$ cat src/rtl/alu_issue.sv
// ALU issue stage: decodes an RV32I register-read bundle into ALU controls
// and operands, buffered by a two-entry skid buffer.
module alu_issue #(
    parameter int XLEN    = 32,
    parameter int PC_STEP = 4
) (
    input  logic            clk,
    input  logic            rst_n,
    input  logic            flush,
    input  logic            in_valid,
    output logic            in_ready,
    input  logic [31:0]     in_instr,
    input  logic [XLEN-1:0] in_pc,
    input  logic [XLEN-1:0] in_rs1,
    input  logic [XLEN-1:0] in_rs2,
    output logic            out_valid,
    input  logic            out_ready,
    output logic [2:0]      out_op,
    output logic [XLEN-1:0] out_a,
    output logic [XLEN-1:0] out_b,
    output logic            out_b_negate,
    output logic            out_b_add_one,
    output logic            out_sign,
    output logic            out_illegal
);

    typedef struct packed {
        logic [2:0]      op;
        logic [XLEN-1:0] a;
        logic [XLEN-1:0] b;
        logic            neg;
        logic            add1;
        logic            sign;
        logic            ill;
    } bundle_t;

    localparam logic [6:0] OPC_OP     = 7'b0110011;
    localparam logic [6:0] OPC_OPIMM  = 7'b0010011;
    localparam logic [6:0] OPC_LUI    = 7'b0110111;
    localparam logic [6:0] OPC_AUIPC  = 7'b0010111;
    localparam logic [6:0] OPC_LOAD   = 7'b0000011;
    localparam logic [6:0] OPC_STORE  = 7'b0100011;
    localparam logic [6:0] OPC_BRANCH = 7'b1100011;
    localparam logic [6:0] OPC_JAL    = 7'b1101111;
    localparam logic [6:0] OPC_JALR   = 7'b1100111;

    localparam logic [6:0] F7_ZERO = 7'b0000000;
    localparam logic [6:0] F7_ALT  = 7'b0100000;

    logic [6:0]      opcode;
    logic [2:0]      f3;
    logic [6:0]      f7;
    logic [XLEN-1:0] imm_i;
    logic [XLEN-1:0] imm_s;
    logic [XLEN-1:0] imm_u;
    logic [XLEN-1:0] shamt;
    logic            unused;

    assign opcode = in_instr[6:0];
    assign f3     = in_instr[14:12];
    assign f7     = in_instr[31:25];
    assign imm_i  = XLEN'($signed(in_instr[31:20]));
    assign imm_s  = XLEN'($signed({in_instr[31:25], in_instr[11:7]}));
    assign imm_u  = XLEN'($signed({in_instr[31:12], 12'b0}));
    assign shamt  = XLEN'(in_instr[24:20]);
    assign unused = ^in_instr[19:15];

    bundle_t dec;
    bundle_t main_q;
    bundle_t skid_q;
    logic    main_valid;
    logic    skid_valid;
    logic    ill;

    always_comb begin
        dec = '0;
        ill = 1'b0;
        unique case (opcode)
            OPC_OP: begin
                dec.a  = in_rs1;
                dec.b  = in_rs2;
                dec.op = f3;
                if (f7 == F7_ZERO) begin
                    ill = 1'b0;
                end else if (f7 == F7_ALT && f3 == 3'b000) begin
                    dec.neg  = 1'b1;
                    dec.add1 = 1'b1;
                end else if (f7 == F7_ALT && f3 == 3'b101) begin
                    dec.sign = 1'b1;
                end else begin
                    ill = 1'b1;
                end
            end
            OPC_OPIMM: begin
                dec.a  = in_rs1;
                dec.b  = imm_i;
                dec.op = f3;
                if (f3 == 3'b001) begin
                    dec.b = shamt;
                    ill   = (f7 != F7_ZERO);
                end else if (f3 == 3'b101) begin
                    dec.b    = shamt;
                    dec.sign = (f7 == F7_ALT);
                    ill      = (f7 != F7_ZERO) && (f7 != F7_ALT);
                end
            end
            OPC_LUI: begin
                dec.b = imm_u;
            end
            OPC_AUIPC: begin
                dec.a = in_pc;
                dec.b = imm_u;
            end
            OPC_LOAD: begin
                dec.a = in_rs1;
                dec.b = imm_i;
            end
            OPC_STORE: begin
                dec.a = in_rs1;
                dec.b = imm_s;
            end
            OPC_BRANCH: begin
                dec.a = in_rs1;
                dec.b = in_rs2;
                unique case (f3[2:1])
                    2'b00: begin
                        dec.neg  = 1'b1;
                        dec.add1 = 1'b1;
                    end
                    2'b10:   dec.op = 3'b010;
                    2'b11:   dec.op = 3'b011;
                    default: ill = 1'b1;
                endcase
            end
            OPC_JAL, OPC_JALR: begin
                dec.a = in_pc;
                dec.b = XLEN'(PC_STEP);
                ill   = (opcode == OPC_JALR) && (f3 != 3'b000);
            end
            default: ill = 1'b1;
        endcase
        // Illegal bundles carry zeroed ALU fields so downstream sees a no-op add.
        if (ill) begin
            dec     = '0;
            dec.ill = 1'b1;
        end
    end

    logic accept;
    logic load_main;

    assign accept    = in_valid && in_ready;
    assign load_main = !main_valid || out_ready;

    always_ff @(posedge clk or negedge rst_n) begin
        if (!rst_n) begin
            main_valid <= 1'b0;
            skid_valid <= 1'b0;
            main_q     <= '0;
            skid_q     <= '0;
        end else if (flush) begin
            main_valid <= 1'b0;
            skid_valid <= 1'b0;
        end else begin
            if (load_main) begin
                main_valid <= skid_valid || accept;
                if (skid_valid) begin
                    main_q <= skid_q;
                end else if (accept) begin
                    main_q <= dec;
                end
            end
            if (skid_valid && load_main) begin
                skid_valid <= 1'b0;
            end else if (accept && !load_main) begin
                skid_valid <= 1'b1;
                skid_q     <= dec;
            end
        end
    end

    assign in_ready      = !skid_valid;
    assign out_valid     = main_valid;
    assign out_op        = main_q.op;
    assign out_a         = main_q.a;
    assign out_b         = main_q.b;
    assign out_b_negate  = main_q.neg;
    assign out_b_add_one = main_q.add1;
    assign out_sign      = main_q.sign;
    assign out_illegal   = main_q.ill;

endmodule
$ cat config.mk
export PLATFORM = sky130hd
export DESIGN_NAME = alu_issue
export DESIGN_NICKNAME = d
export VERILOG_FILES = /design/src/rtl/alu_issue.sv
export SDC_FILE = /design/constraint.sdc
export NUM_CORES = 1
export LEC_CHECK = 0
export CORE_UTILIZATION = 35
export CTS_CLUSTER_DIAMETER = 100
export DETAILED_ROUTE_END_ITERATION = 10
export DONT_BUFFER_PORTS = 1
export MAX_ROUTING_LAYER = met4
export SYNTH_ARGS = -nofsm -noshare
export SYNTH_HDL_FRONTEND = slang
export SYNTH_SLANG_ARGS = --single-unit
$ cat constraint.sdc
create_clock -name clk -period 2.2 [get_ports clk]
set_input_delay 0.66 -clock clk [delete_from_list [all_inputs] [get_ports clk]]
set_output_delay 0.66 -clock clk [all_outputs]
set_load 0.02 [all_outputs]
# == Word-level counts from Yosys, hierarchy flattened ==
# Cells that the tools add are included.
# op_classes
eq_ne,15
mux,30
bitwise,2
reduce_logical,30
# ops
cell,count
71-bit 2-to-1 mux,3
32-bit case mux with 6 select lines,1
32-bit 2-to-1 mux,2
32-bit case mux with 2 select lines,1
"7-bit by 6-bit == test with 1-bit output, second input constant",4
"7-bit == test, second input constant",3
1-bit 2-to-1 mux,15
"7-bit by 5-bit == test with 1-bit output, second input constant",2
2-bit case mux with 2 select lines,2
2-bit OR reduction,4
"7-bit by 2-bit == test with 1-bit output, second input constant",1
1-bit logical AND,7
7-bit zero test,1
"7-bit by 6-bit != test with 1-bit output, second input constant",1
7-bit nonzero test,1
3-bit case mux with 2 select lines,1
3-bit AND reduction,2
3-bit nonzero test,2
3-bit OR reduction,2
1-bit case mux with 5 select lines,1
5-bit OR reduction,1
"2-bit == test, second input constant",2
2-bit 2-to-1 mux,2
2-bit nonzero test,2
other kinds (10),14
# totals
regBits,144
input_bits,133
output_inout_bits,73
elab_cells,93

# == Depth between registers and ports, before layout ==
# Gate-level depths: netlist of run 1.
# depth
depth_word,9
ltp_mapped,9
mapped_depth_nobuf,5

# == Least setup slack after synthesis of run 1 ==
# Ideal clock, no wire load.
# synth_path
path_kind,in2reg
from,input in_instr[25]
to,register skid_q[21] in the netlist's numbering
setup_time_ns,0.092
t_arrival_ns,2.542
setup_slack_ns,-0.435
cell_stages,8
n_path_buf,3
cell_sequence,or4_4 -> nor3_4 -> a21oi_1 -> or4b_1 -> buf_2 -> buf_6 -> buf_6 -> o31ai_2
# synth_via
elab_chain_cells,7
elab_cells_between_ends,14
classes_between,eq/ne (2); mux (7); reduce/logical (5)
# synth_rtl
item,line,rtl
start: declaration,12,"input logic [31:0] in_instr,"
7-bit by 6-bit == test with 1-bit output,"85, 88",
1-bit logical AND,88,end else if (f7 == F7_ALT && f3 == 3'b101) begin
1-bit 2-to-1 mux,88,
1-bit 2-to-1 mux,85,end else if (f7 == F7_ALT && f3 == 3'b000) begin
1-bit 2-to-1 mux,83,if (f7 == F7_ZERO) begin
1-bit case mux with 5 select lines (*),78,unique case (opcode)
71-bit 2-to-1 mux (*),143,if (ill) begin
end signal: assignment,160,skid_q <= '0;
end signal: assignment,177,skid_q <= dec;
end: declaration,70,bundle_t skid_q;
# Mark *: on every way between the ends. The rest lies on a longest branch, timed or not.
# A chain may end at the register's enable or synchronous reset.

# == Final worst setup path of run 1 ==
# layout_path
from,input in_instr[25]
to,register main_q (netlist bit out_b[12])
# layout_via
elab_chain_cells,9
elab_cells_between_ends,16
classes_between,eq/ne (2); mux (9); reduce/logical (5)
# layout_rtl
item,line,rtl
7-bit by 6-bit == test with 1-bit output,"85, 88",
1-bit logical AND,88,
1-bit 2-to-1 mux,88,
1-bit 2-to-1 mux,85,
1-bit 2-to-1 mux,83,
1-bit case mux with 5 select lines (*),78,
71-bit 2-to-1 mux (*),143,
71-bit 2-to-1 mux (*),169,end else if (accept) begin
71-bit 2-to-1 mux (*),167,if (skid_valid) begin
end signal: assignment,168,main_q <= skid_q;
end: declaration,69,bundle_t main_q;
# Mark *: on every way between the ends. The rest lies on a longest branch, timed or not. The select of a mux whose other input is x is not followed.

==> impl_metrics.py, run 1 <==
metrics = {
    "outcome": {
        "violations": "negative hold slack, negative setup slack",
        "outcome": "finished, violations left",
    },
    "logic_synthesis": {
        "synth_cell_types": 46,
        "netlist_area_sq_um": 7110,
        "yosysSeqAreaShare": 0.500,
        "yosysMostFrequentCell": "dfrtp_1",
        "yosys.area.top_type": "dfrtp_1",
        "async_flop_share": 1.00,
        "postSynthCellCount": 698,
        "synth_flop_cell": "dfrtp_1",
        "synth_edf_count": 0,
        "synth_top_cell_area_share": 0.500,
        "synthTopCellsByCount": "142 x dfrtp_1, 93 x o31ai_1, 79 x nand2_1",
        "synth_nets": 831,
        "synth_area_leaders": "dfrtp_1 50%, o31ai_1 9.8%, o31ai_2 7.0%",
        "synth_seq_cells": 142,
        "syn_area_per_cell_sq_um": 10.2,
        "yosys_warnings": 0,
    },
    "routing": {
        "wl_microns": 21200,
        "drc_errors": 0,
        "ant_nets": 0,
        "wire_per_inst_microns": 22.5,
        "routed_via_density": 6.14,
        "dr.pass1.iters": 6,
        "first_iter_violations": 498,
        "vias": 5792,
    },
    "timing": {
        "hold_violations": 140,
        "skew_ns": 0.00623,
        "slew_viol_final": 0,
        "tightest_slew_ns": 0.727,
        "hold_ws_ns": -0.0595,
        "min_period_over_period": 1.08,
        "fin_crit_ns": 2.37,
        "finalSetupTns_ns": -8.35,
        "rsz0062_at_grt": "true",
        "slew_headroom": 0.515,
        "finalWorstSetupSlack_ns": -0.170,
        "fmax_mhz": 422,
        "setup_violations": 119,
    },
    "floorplanning": {
        "die_w_microns": 145,
        "num_rows": 51,
        "start_util": 0.362,
        "core_area_sq_um": 19700,
        "die_area_sq_um": 20900,
        "die_y_microns": 145,
        "pin_count": 206,
    },
    "power": {
        "totalPowerFinal_w": 0.00580,
        "powerDensity_nw_per_um2": 714,
        "ir_drop_mv": 0.517,
        "leakage_nw": 3.47,
    },
    "clocking": {
        "clk_latency_ns": 0.42,
        "clk_pin_slew_ns": 0.06,
        "clkSinkCount": 142,
        "clockBufferDepth": 2,
        "ctsHtreeMaxLevel": 4,
        "cts_buffers": 17,
        "cts_tree": "built",
        "cts_root_buf": "clkbuf_16",
    },
    "placed_design": {
        "placed_cells": 911,
        "port_buffers": 0,
        "routabilityCongestion": 0.813,
        "hpwl_microns": 13400,
        "placed_area_sq_um": 7430,
    },
    "grt": {
        "grt_pass1_wl_microns": 32200,
        "grt_usage": 0.212,
        "grt_pass1_vias": 5442,
        "antenna_found_initial": 1,
        "grt_max_degree": 143,
        "grt_overflow_total": 0,
    },
    "worst_setup_path": {
        "critical_path_class": "in -> reg",
        "cp_slowest_cell": "or4b_4",
        "crit_buf_inv": 1,
        "crit_family": "simple AND/OR/NAND/NOR gates",
        "cp_max_fo": 70,
        "cp.arrival_ns": 2.68,
        "cp.required_ns": 2.51,
        "crit_chain": "or4_4 > nor3_4 > a21oi_1 > or4b_4 > buf_12 > o31ai_1",
        "cpPeakStageDelay_ns": 0.55,
        "start_kind": "input port",
        "cp-end-kind": "flop",
    },
    "finish": {
        "post-route-util": 0.413,
        "stdcell_area_sq_um": 8120,
        "syn_to_final_growth_pct": 14.2,
        "nets": 799,
        "drive_above_1_share": 0.192,
        "stdcell_count": 944,
    },
    "worst_hold_path": {
        "hold_class": "in -> async",
    },
    "flow_run": {
        "cap_violations": 0,
    },
}
logic make-up (layout without fill, tap and decap cells):
logic type	count (synthesis)	in the layout	synth area share
AOI/OAI and AO/OA	285	285	0.309
and+or+nand+nor	186	186	0.137
DFF	142	142	0.500
buffers and inverters	82	62	0.0507
xor gates and xnor gates	2	2	0.00246
muxes	1	1	0.00158
other	0	1	0
placed cells by master, fill, tap and decap left out, types with 4 or more instances in the layout:
cell	count
a21oi_1	72
a221oi_1	20
a222oi_1	4
a22oi_1	32
a32oi_1	6
and3_1	70
buf_12	8
buf_4	18
clkbuf_16	17
clkinv_2	4
dfrtp_1	141
inv_1	4
nand2_1	78
nor2_1	6
nor3_1	6
o21ai_0	5
o31ai_1	75
o31ai_2	58
where the power goes:
part / internal, W / switching (W)
Sequential: 0.00263 / 0.0000284
Combinational: 0.0000796 / 0.000212
Clock: 0.00175 / 0.00109
final cells by class:
type | instances | area, sq um
sequential | 142 | 3550
antenna | 1 | 2.50
clock buffer | 21 | 470
inverter | 4 | 15.0
fill | 1921 | 11500
multi-input combinational | 474 | 3330
timing repair buffer | 27 | 307
tap | 265 | 332
clock inverter | 10 | 113
stage by stage:
step	hold slack, ns	worst slack (ns)
3_3_place_gp	0.369	-0.506
3_5_place_dp	0.369	-0.559
6_report	-0.0595	-0.170
4_1_cts	-0.0758	-0.107
5_1_grt	-0.0895	-0.192
2_1_floorplan	0.364	-0.434
registers in the layout, summed over array words and instances, names as in the netlist:
name	cells
skid_q	70
out_a	32
out_b	32
out_op	3
out_b_negate	1
out_illegal	1
out_sign	1
out_valid	1
skid_valid	1
worst paths after layout:
kind                               from          to  slack (ns)  cells after the start
max                        in_instr[25]   out_b[12]       -0.17                      6
min                               rst_n  skid_valid       -0.06                      0
max reg2reg                   out_valid   out_b[24]        0.25                      6
min reg2reg                  skid_q[10]  skid_q[10]        0.47                      2
max in group asynchronous         rst_n  skid_q[40]        1.99                      0
min in group clk                  flush  skid_valid        0.31                      1
layer usage:
layer	share of wire	GRT usage
met1	0.42	0.263
met2	0.48	0.325
met3	0.085	0.0755
met4	0.015	0.0620
met5	0	-
repair_timing:
action | CTS | global route
endpoints found under the hold margin | 142 | 142
endpoints found under the setup margin | 117 | 136
resized for setup | 4 | 17
setup buffers | 1 | 0
worst register-to-register path: stages (launching register included):
cell and delay (ns):
dfrtp_1 0.47, nor2b_1 0.22, nor3_2 0.23, buf_12 0.29, nand2_2 0.12, buf_12 0.24, o31ai_1 0.28
No activity file was read; power rests on OpenSTA's default activity.
==> run 2: changes to the inputs <==
- CAP_MARGIN: default -> 10
==> results of run 2 <==
Final layout, timing and power as in run 1 (identical DEF).
==> run 3: changes to the inputs <==
- CORE_ASPECT_RATIO: default -> 0.8
==> impl_metrics.py, run 3 (synthesized netlist as in run 1, its figures left out) <==
metrics = {
    "clocking": {
        "clockBufferDepth": 2,
        "cts_root_buf": "clkbuf_16",
        "clk_latency_ns": 0.41,
        "cts_tree": "built",
        "ctsHtreeMaxLevel": 4,
        "clkSinkCount": 142,
        "clk_pin_slew_ns": 0.06,
        "cts_setup_buffers": 0,
        "cts_buffers": 17,
    },
    "timing": {
        "fmax_mhz": 432,
        "slew_viol_final": 0,
        "finalWorstSetupSlack_ns": -0.116,
        "tightest_slew_ns": 0.611,
        "setup_violations": 116,
        "fin_crit_ns": 2.32,
        "hold_ws_ns": -0.0612,
        "hold_violations": 142,
        "slew_headroom": 0.593,
        "rsz0062_at_grt": "true",
        "finalSetupTns_ns": -6.03,
        "min_period_over_period": 1.05,
        "skew_ns": 0.00501,
    },
    "power": {
        "ir_drop_mv": 0.415,
        "totalPowerFinal_w": 0.00610,
        "powerDensity_nw_per_um2": 731,
        "leakage_nw": 3.61,
    },
    "grt": {
        "grt_pass1_vias": 5560,
        "grt_pass1_wl_microns": 32800,
        "grt_usage": 0.212,
        "grt_max_degree": 143,
        "antenna_found_initial": 0,
        "grt_overflow_total": 0,
    },
    "placed_design": {
        "dp_slack_ns": -0.563,
        "hpwl_microns": 13800,
        "port_buffers": 0,
        "placed_cells": 932,
        "routabilityCongestion": 0.878,
        "placed_area_sq_um": 7610,
    },
    "worst_setup_path": {
        "r2r_end": "out_op[0]",
        "critical_path_class": "in -> reg",
        "r2r_start": "out_valid",
        "cp_max_fo": 48,
        "cp.arrival_ns": 2.63,
        "startpoint": "in_instr[25]",
        "reg2reg_depth": 6,
        "start_kind": "input port",
        "rrSetupSlack_ns": 0.15,
        "cp-end-kind": "flop",
        "cp.required_ns": 2.51,
    },
    "floorplanning": {
        "die_area_sq_um": 20900,
        "core_area_sq_um": 19900,
        "die_w_microns": 161,
        "start_util": 0.358,
        "num_rows": 46,
        "die_y_microns": 129,
        "pin_count": 206,
    },
    "outcome": {
        "violations": "negative hold slack, negative setup slack",
        "outcome": "finished, violations left",
    },
    "flow_run": {
        "cap_violations": 0,
    },
    "finish": {
        "final_common_cell": "dfrtp_1",
        "stdcell_area_sq_um": 8350,
        "nets": 820,
        "largest_reg_flops": 70,
        "stdcell_count": 964,
        "largest_register": "skid_q",
        "final_cell_mix": "141 x dfrtp_1, 80 x o31ai_1, 78 x nand2_1",
        "drive_above_1_share": 0.207,
        "syn_to_final_growth_pct": 17.4,
        "diodes": 0,
    },
    "worst_hold_path": {
        "hold_class": "in -> async",
    },
    "routing": {
        "wl_microns": 21400,
        "vias": 5856,
        "first_iter_violations": 496,
        "drc_errors": 0,
        "wire_per_inst_microns": 22.2,
        "ant_nets": 0,
        "routed_via_density": 6.07,
        "dr.pass1.iters": 5,
    },
}
## run 3: worst max-delay path by stage
stage                 end  slack (ns)  depth (start not counted)
3_5_place_dp    out_a[26]       -0.56                          6
4_1_cts          out_a[3]       -0.11                          6
3_3_place_gp    out_b[15]       -0.50                          6
2_1_floorplan  skid_q[21]       -0.43                          8
6_report         out_a[3]       -0.12                          6
5_1_grt          out_a[1]       -0.21                          6
## run 3: final cells by class
class	count	area, sq um
Tap cell	264	330
Clock buffer	21	460
Timing Repair Buffer	48	480
Sequential cell	142	3550
Clock inverter	11	179
Inverter	4	15.0
Fill cell	1879	11500
Multi-Input combinational cell	474	3330
## run 3: per-stage QoR
step           hold slack [ns]  utilization
2_1_floorplan            0.364            -
6_report               -0.0612        0.420
4_1_cts                -0.0880        0.417
5_1_grt                -0.0904        0.420
3_5_place_dp             0.368        0.383
3_3_place_gp             0.369        0.383
## run 3: layer usage
layer	vias to the layer above	share of wire	global-route usage
met2	236	0.48	0.324
met3	27	0.094	0.0768
li1	2650	-	-
met4	0	0.016	0.0649
met1	2943	0.41	0.262
met5	-	0	-
## run 3: report_power, final
part	leakage (nW)	total, W	switching, W	internal (W)
logic	1.33	0.000311	0.000219	0.0000915
clock network	0.305	0.00313	0.00116	0.00198
registers	1.97	0.00266	0.0000299	0.00263
## run 3: worst max-delay path, cell delays in order
cell,delay (ns)
or4_4,0.53
nor3_4,0.16
a21oi_1,0.09
or4b_4,0.64
buf_12,0.24
o31ai_1,0.28
## run 3: what timing repair did
item / in CTS / in global routing
endpoints found under the hold margin: 142 / 142
pin swaps: 3 / 1
resized for setup: 8 / 10
cloned: 0 / 0
setup endpoints to repair: 123 / 134
